===== src/rtl/gmii_rx_monitor_if.sv =====
// Bundle of GMII receive inputs, buffer read port and frame report/statistics outputs.
// The monitor is the slave side; whatever drives the PCS receive signals is the master.
interface gmii_rx_monitor_if #(
  parameter int OCTET_WIDTH = 8,
  parameter int ADDR_WIDTH  = 5,
  parameter int LEN_WIDTH   = 8,
  parameter int CNT_WIDTH   = 16
);
  logic [OCTET_WIDTH-1:0] rxd;
  logic                   rx_dv;
  logic                   rx_er;
  logic [ADDR_WIDTH-1:0]  rd_addr;
  logic [OCTET_WIDTH-1:0] rd_data;
  logic                   frame_valid;
  logic [LEN_WIDTH-1:0]   frame_len;
  logic [OCTET_WIDTH-1:0] frame_sum;
  logic                   frame_err;
  logic                   busy;
  logic [CNT_WIDTH-1:0]   frame_count;
  logic [CNT_WIDTH-1:0]   err_count;
  logic [CNT_WIDTH-1:0]   false_carrier_count;

  modport master (
    output rxd, rx_dv, rx_er, rd_addr,
    input  rd_data, frame_valid, frame_len, frame_sum, frame_err, busy,
           frame_count, err_count, false_carrier_count
  );

  modport slave (
    input  rxd, rx_dv, rx_er, rd_addr,
    output rd_data, frame_valid, frame_len, frame_sum, frame_err, busy,
           frame_count, err_count, false_carrier_count
  );
endinterface


===== src/rtl/gmii_rx_monitor.sv =====
// GMII receive frame monitor: buffers each frame, reports length/sum/error on frame end,
// and keeps saturating frame, error and false-carrier counters.
module gmii_rx_monitor #(
  parameter int OCTET_WIDTH = 8,
  parameter int MAX_OCTETS  = 32,
  parameter int ADDR_WIDTH  = 5,
  parameter int LEN_WIDTH   = 8,
  parameter int CNT_WIDTH   = 16
) (
  input logic              clk,
  input logic              mr_main_reset_n,
  gmii_rx_monitor_if.slave bus
);
  typedef enum logic [1:0] {IDLE, RECV, REPORT} state_e;

  localparam logic [LEN_WIDTH-1:0]   LEN_MAX = {LEN_WIDTH{1'b1}};
  localparam logic [CNT_WIDTH-1:0]   CNT_MAX = {CNT_WIDTH{1'b1}};
  localparam logic [LEN_WIDTH-1:0]   BUF_LEN = LEN_WIDTH'(MAX_OCTETS);
  localparam logic [OCTET_WIDTH-1:0] FC_CODE = OCTET_WIDTH'(8'h0E);

  state_e                 state_q, state_d;
  logic [LEN_WIDTH-1:0]   len_q, len_d, flen_q, flen_d;
  logic [OCTET_WIDTH-1:0] sum_q, sum_d, fsum_q, fsum_d;
  logic                   err_q, err_d, ovf_q, ovf_d, ferr_q, ferr_d;
  logic [CNT_WIDTH-1:0]   fcnt_q, fcnt_d, ecnt_q, ecnt_d, fccnt_q, fccnt_d;
  logic [OCTET_WIDTH-1:0] rd_data_q;
  logic                   we;
  logic [ADDR_WIDTH-1:0]  waddr;
  logic                   in_buf;

  logic [OCTET_WIDTH-1:0] mem [MAX_OCTETS];

  assign in_buf = (len_q < BUF_LEN);

  always_comb begin
    state_d = state_q;
    len_d   = len_q;
    sum_d   = sum_q;
    err_d   = err_q;
    ovf_d   = ovf_q;
    flen_d  = flen_q;
    fsum_d  = fsum_q;
    ferr_d  = ferr_q;
    fcnt_d  = fcnt_q;
    ecnt_d  = ecnt_q;
    fccnt_d = fccnt_q;
    we      = 1'b0;
    waddr   = len_q[ADDR_WIDTH-1:0];
    case (state_q)
      IDLE, REPORT: begin
        if (bus.rx_dv) begin
          // Frame start: this octet is octet 0, so running totals restart from it.
          state_d = RECV;
          we      = 1'b1;
          waddr   = '0;
          len_d   = LEN_WIDTH'(1);
          sum_d   = bus.rxd;
          err_d   = bus.rx_er;
          ovf_d   = 1'b0;
        end else begin
          state_d = IDLE;
          if (bus.rx_er && bus.rxd == FC_CODE && fccnt_q != CNT_MAX)
            fccnt_d = fccnt_q + CNT_WIDTH'(1);
        end
      end
      RECV: begin
        if (bus.rx_dv) begin
          we    = in_buf;
          len_d = (len_q == LEN_MAX) ? len_q : len_q + LEN_WIDTH'(1);
          sum_d = sum_q + bus.rxd;
          err_d = err_q | bus.rx_er;
          ovf_d = ovf_q | ~in_buf;
        end else begin
          state_d = REPORT;
          flen_d  = len_q;
          fsum_d  = sum_q;
          ferr_d  = err_q | ovf_q;
          if (fcnt_q != CNT_MAX) fcnt_d = fcnt_q + CNT_WIDTH'(1);
          if ((err_q | ovf_q) && ecnt_q != CNT_MAX) ecnt_d = ecnt_q + CNT_WIDTH'(1);
        end
      end
      default: state_d = IDLE;
    endcase
  end

  always_ff @(posedge clk or negedge mr_main_reset_n) begin
    if (!mr_main_reset_n) begin
      state_q   <= IDLE;
      len_q     <= '0;
      sum_q     <= '0;
      err_q     <= 1'b0;
      ovf_q     <= 1'b0;
      flen_q    <= '0;
      fsum_q    <= '0;
      ferr_q    <= 1'b0;
      fcnt_q    <= '0;
      ecnt_q    <= '0;
      fccnt_q   <= '0;
      rd_data_q <= '0;
    end else begin
      state_q   <= state_d;
      len_q     <= len_d;
      sum_q     <= sum_d;
      err_q     <= err_d;
      ovf_q     <= ovf_d;
      flen_q    <= flen_d;
      fsum_q    <= fsum_d;
      ferr_q    <= ferr_d;
      fcnt_q    <= fcnt_d;
      ecnt_q    <= ecnt_d;
      fccnt_q   <= fccnt_d;
      rd_data_q <= mem[bus.rd_addr];
    end
  end

  // Buffer RAM is deliberately left out of reset.
  always_ff @(posedge clk) begin
    if (we) mem[waddr] <= bus.rxd;
  end

  assign bus.rd_data             = rd_data_q;
  assign bus.frame_valid         = (state_q == REPORT);
  assign bus.frame_len           = flen_q;
  assign bus.frame_sum           = fsum_q;
  assign bus.frame_err           = ferr_q;
  assign bus.busy                = (state_q == RECV);
  assign bus.frame_count         = fcnt_q;
  assign bus.err_count           = ecnt_q;
  assign bus.false_carrier_count = fccnt_q;
endmodule


===== src/flat_wrapper.sv =====
// flat-port wrapper written by rule: the top's interface ports become plain ports
module gmii_rx_monitor_flat 
#(
  parameter int OCTET_WIDTH = 8,
  parameter int MAX_OCTETS  = 32,
  parameter int ADDR_WIDTH  = 5,
  parameter int LEN_WIDTH   = 8,
  parameter int CNT_WIDTH   = 16
)
  (clk, mr_main_reset_n, bus_rxd, bus_rx_dv, bus_rx_er, bus_rd_addr, bus_rd_data, bus_frame_valid, bus_frame_len, bus_frame_sum, bus_frame_err, bus_busy, bus_frame_count, bus_err_count, bus_false_carrier_count);
  gmii_rx_monitor_if #(.OCTET_WIDTH(OCTET_WIDTH), .ADDR_WIDTH(ADDR_WIDTH), .LEN_WIDTH(LEN_WIDTH), .CNT_WIDTH(CNT_WIDTH)) bus_i ();
  input logic clk;
  input logic mr_main_reset_n;
  input wire logic [$bits(bus_i.rxd)-1:0] bus_rxd;
  input wire logic [$bits(bus_i.rx_dv)-1:0] bus_rx_dv;
  input wire logic [$bits(bus_i.rx_er)-1:0] bus_rx_er;
  input wire logic [$bits(bus_i.rd_addr)-1:0] bus_rd_addr;
  output wire logic [$bits(bus_i.rd_data)-1:0] bus_rd_data;
  output wire logic [$bits(bus_i.frame_valid)-1:0] bus_frame_valid;
  output wire logic [$bits(bus_i.frame_len)-1:0] bus_frame_len;
  output wire logic [$bits(bus_i.frame_sum)-1:0] bus_frame_sum;
  output wire logic [$bits(bus_i.frame_err)-1:0] bus_frame_err;
  output wire logic [$bits(bus_i.busy)-1:0] bus_busy;
  output wire logic [$bits(bus_i.frame_count)-1:0] bus_frame_count;
  output wire logic [$bits(bus_i.err_count)-1:0] bus_err_count;
  output wire logic [$bits(bus_i.false_carrier_count)-1:0] bus_false_carrier_count;
  assign bus_i.rxd = bus_rxd;
  assign bus_i.rx_dv = bus_rx_dv;
  assign bus_i.rx_er = bus_rx_er;
  assign bus_i.rd_addr = bus_rd_addr;
  assign bus_rd_data = bus_i.rd_data;
  assign bus_frame_valid = bus_i.frame_valid;
  assign bus_frame_len = bus_i.frame_len;
  assign bus_frame_sum = bus_i.frame_sum;
  assign bus_frame_err = bus_i.frame_err;
  assign bus_busy = bus_i.busy;
  assign bus_frame_count = bus_i.frame_count;
  assign bus_err_count = bus_i.err_count;
  assign bus_false_carrier_count = bus_i.false_carrier_count;
  gmii_rx_monitor #(.OCTET_WIDTH(OCTET_WIDTH), .MAX_OCTETS(MAX_OCTETS), .ADDR_WIDTH(ADDR_WIDTH), .LEN_WIDTH(LEN_WIDTH), .CNT_WIDTH(CNT_WIDTH)) u_core (.clk(clk), .mr_main_reset_n(mr_main_reset_n), .bus(bus_i));
endmodule

===== config.mk =====
export PLATFORM = sky130hd
export DESIGN_NAME = gmii_rx_monitor_flat
export DESIGN_NICKNAME = d
export VERILOG_FILES = /design/src/rtl/gmii_rx_monitor_if.sv /design/src/rtl/gmii_rx_monitor.sv /design/src/flat_wrapper.sv
export SDC_FILE = /design/constraint.sdc
export NUM_CORES = 1
export LEC_CHECK = 0
export CORE_MARGIN = 5
export CORE_UTILIZATION = 51
export DETAILED_ROUTE_END_ITERATION = 16
export GPL_TIMING_DRIVEN = 0
export PLACE_DENSITY = 0.7
export SLEW_MARGIN = 20
export SYNTH_ARGS = -nofsm -noshare
export SYNTH_HDL_FRONTEND = slang
export SYNTH_SLANG_ARGS = --single-unit

===== constraint.sdc =====
create_clock -name clk -period 4.8 [get_ports clk]
set_clock_uncertainty 0.1 [all_clocks]
set_input_delay 0.96 -clock clk [delete_from_list [all_inputs] [get_ports clk]]
set_output_delay 0.96 -clock clk [all_outputs]
set_load 0.01 [all_outputs]

==> results.ini <==
[floorplanning]
initial_utilization_pct=51.66
row_count=61
dieArea_um2=31680
fp.dieH_um=178.0
horizontal_extent_of_the_die_um=178.0
core_um2=27860
ioPinCount=92

[synth]
async_flop_share_pct=26.65
synthesis.area_per_instance_um2=15.99
synth_top_area_cell=sky130_fd_sc_hd__edfxtp_1
number_of_flip_flops_and_latches_in_the_synthesized_netlist=349
synth_compound_gate_area_share_pct=5.416
ys_seq_area_share_pct=69.59
post_synth_mux_area_share_pct=11.23
synthMostInstantiatedCell=sky130_fd_sc_hd__edfxtp_1
synth_common_cells=sky130_fd_sc_hd__edfxtp_1 (256), sky130_fd_sc_hd__dfrtp_1 (93), sky130_fd_sc_hd__mux2i_1 (67), sky130_fd_sc_hd__nor2_1 (61), sky130_fd_sc_hd__a22oi_1 (49)
yosys_warnings=0
synth_ff_type=sky130_fd_sc_hd__edfxtp_1
synthAdderAreaFrac_pct=1.095
synth_top_family_by_area=multiplexers
synth_edf_count=256
post_synthesis_instance_area_um2=14390
synth.distinct_cells=71
yosys.area_share.simple_pct=8.459
synth_xor_xnor_area_share_pct=2.739
synth_top_cell_area_share_pct=53.42
syn_inst=900
leading_post_synthesis_cells_by_cell_area=sky130_fd_sc_hd__edfxtp_1 (53%), sky130_fd_sc_hd__dfrtp_1 (16%), sky130_fd_sc_hd__mux4_2 (5.0%), sky130_fd_sc_hd__mux2i_1 (4.7%), sky130_fd_sc_hd__a22oi_1 (2.6%)
synth_nets=929

[pwr]
power.ir.vdd_worst_uv=275.7
power_density_nw_per_um2=414.1
leakage_nw=6.065

[setup_path]
cp-end-kind=primary output
path_cells=nand2b_1 > inv_2 > clkdlybuf4s50_1
cpPeakStageDelay_ns=0.57
cp_data_arrival_time_ns=1.94
cp_num_cells=3
worstSetupStartpointType=register
required_time_worst_endpoint_ns=3.74
worst-path-max-fanout=10
setup.worst_path.class=reg2out
crit_buf_inv=2
cpMaxStageDelayCell=sky130_fd_sc_hd__clkdlybuf4s50_1
worstRegToRegCells=6
crit_family=buffers and inverters

[routing]
drc_errors=0
wl_per_cell_um=22.17
dr.pass1.iters=7
drtAntennaViolNets=0
dr_total_vias=8312
drt_iter0_drc=725
wirelength_um=31790
vias_per_cell=5.796

[final_layout]
post_route_cells_drive_above_1_share_pct=14.39
nFillCells=2081
final_area_um2=16910
postLayoutCoreUtil_pct=60.71
num_antenna_cells=0
nets=1057
area.growth.synth_to_final_pct=17.52

[timing]
max_freq_mhz=333.5
rsz0062_at_grt=no
worst_slack_ns=1.801
worst_slew_margin_rel_pct=19.90
worstMarginPinSlew_ns=1.196
setup_viol=0
report.final.hold_viol_count=0
min_period_over_period_pct=62.48
final_period_minus_worst_setup_slack_ns=2.999
timing.final.max_slew_violations=0

[placement]
post_dp_cell_area_um2=15730
detailed_place_hpwl_um=20380
gp_congestion=0.8254
pre_cts_setup_slack_ns=1.417
numPortBuffers=88

[grt]
initial_antenna_violation_count=0
grt_start_max_net_pins=51
grt_pass1_vias=8264
grt.overflow.total=0
global_route_wire_length_before_repair_um=49050
global_route.usage.total_pct=20.29

[min_path]
worst_hold_class=in2async

[flow_run]
maxCapViolations=0

[clock_network]
cts.path.max_buffers=3
cts.sink_count=349
clock_tree.htree_level_count=2
clkTransAtPathRegs_ns=0.06
post-cts-setup-buffers=0
cts_tree=built
post_cts_resized=0
clockRootBuffer=sky130_fd_sc_hd__clkbuf_16
worst_skew_late_latency_ns=0.52
cts-buffers-inserted=37
postCtsHoldBufs=0

[status]
outcome=complete, no violations

-- layout make-up --
class	count	area, um^2	share of cell area [%]
Clock buffer	50	1006	5.948
Tap cell	378	473.0	2.796
Multi-Input combinational cell	504	4170	24.66
Sequential cell	349	10010	59.21
Buffer	38	177.7	1.051
Inverter	9	33.78	0.1997
Timing Repair Buffer	89	869.6	5.142
Clock inverter	17	167.7	0.9913
-- final timing paths --
kind                                                                     start                                             end  slack [ns]
worst max-delay path                             u_core.state_q[1]$_DFFE_PN0P_                                        bus_busy        1.80
worst min-delay path                                           mr_main_reset_n  u_core.bus.false_carrier_count[15]$_DFFE_PN0P_        0.30
worst max register to register                   u_core.state_q[1]$_DFFE_PN0P_                      u_core.mem[2][7]$_DFFE_PP_        1.82
worst min register to register  u_core.bus.false_carrier_count[10]$_DFFE_PN0P_  u_core.bus.false_carrier_count[10]$_DFFE_PN0P_        0.40
max in group asynchronous                                      mr_main_reset_n           u_core.bus.frame_count[7]$_DFFE_PN0P_        3.68
min in group clk                u_core.bus.false_carrier_count[10]$_DFFE_PN0P_  u_core.bus.false_carrier_count[10]$_DFFE_PN0P_        0.40
-- where the power goes --
part | switching [W] | internal [W]
registers | 0.000111 | 0.00338
logic | 0.000413 | 0.000355
clock network | 0.00115 | 0.00159
total | 0.00167 | 0.00533
-- cells by family (layout without fill, tap and decap cells) --
family          after synthesis  in the layout
compound gates              108            108
buf+inv                      47            203
xor+xnor                     45             45
flops                       349            349
simple gates                220            220
mux                         119            119
fa+ha+maj                    12             12
-- flip-flops by register name, indices dropped and copies added (netlist names) --
signal	count
u_core.bus.err_count	16
u_core.bus.false_carrier_count	16
u_core.bus.frame_count	16
u_core.bus.frame_err	1
u_core.bus.frame_len	8
u_core.bus.frame_sum	8
u_core.bus.rd_data	8
u_core.err_q	1
u_core.len_q	8
u_core.mem	256
u_core.ovf_q	1
u_core.state_q	2
u_core.sum_q	8
-- worst reg2reg max path: stages (launching register included) --
cell and delay, ns:
sky130_fd_sc_hd__dfrtp_1 0.47, sky130_fd_sc_hd__nand2b_1 0.21, sky130_fd_sc_hd__inv_2 0.17, sky130_fd_sc_hd__nand2_1 0.19, sky130_fd_sc_hd__nor2_1 0.19, sky130_fd_sc_hd__nand3_1 0.40
sky130_fd_sc_hd__nor2_1 0.87
-- stage by stage --
step                      power (W)  TNS (ns)  hold WS, ns  cells
after floorplan            0.003940         0       0.3739    900
after global placement     0.004312    -99.06       0.3807   1366
after detailed placement   0.004321         0       0.3834   1367
after CTS                  0.007048         0       0.3038   1434
after global routing       0.007255         0       0.3318   1434
final                      0.007003         0       0.2963   1434
-- layout by cell type (no fill, tap or decap), types with 3 or more instances in the layout --
cell type	Yosys	layout
sky130_fd_sc_hd__nor2_1	61	61
sky130_fd_sc_hd__nor2b_1	7	7
sky130_fd_sc_hd__clkbuf_16	0	38
sky130_fd_sc_hd__ha_1	11	11
sky130_fd_sc_hd__mux4_2	32	32
sky130_fd_sc_hd__clkdlybuf4s50_1	0	79
sky130_fd_sc_hd__nand3_1	39	39
sky130_fd_sc_hd__clkbuf_1	15	26
sky130_fd_sc_hd__o21ai_0	10	10
sky130_fd_sc_hd__inv_1	8	8
sky130_fd_sc_hd__nand2b_1	3	3
sky130_fd_sc_hd__nand2_1	32	32
sky130_fd_sc_hd__a31oi_1	8	8
sky130_fd_sc_hd__mux2_2	19	19
sky130_fd_sc_hd__clkinv_2	0	3
sky130_fd_sc_hd__dfrtp_1	93	93
sky130_fd_sc_hd__a22oi_1	49	49
sky130_fd_sc_hd__xor2_1	11	11
sky130_fd_sc_hd__and3_1	11	11
sky130_fd_sc_hd__or3_1	3	3
sky130_fd_sc_hd__nand4_1	30	30
sky130_fd_sc_hd__nor3_1	8	8
sky130_fd_sc_hd__clkinv_1	0	5
sky130_fd_sc_hd__buf_2	19	27
sky130_fd_sc_hd__edfxtp_1	256	256
sky130_fd_sc_hd__a211oi_1	4	4
sky130_fd_sc_hd__nor4_4	3	3
sky130_fd_sc_hd__mux2i_1	67	67
sky130_fd_sc_hd__a21oi_1	14	14
sky130_fd_sc_hd__xnor2_1	34	34
-- metal layers --
layer	global-route usage [%]	routed length, um	vias up
met1	29.99	14400	4220
met4	4.480	596	0
met3	4.493	2121	40
met2	31.37	14660	275
li1	-	-	3777
met5	0	0	-
Note: power is estimated with default switching activity, not from simulation.
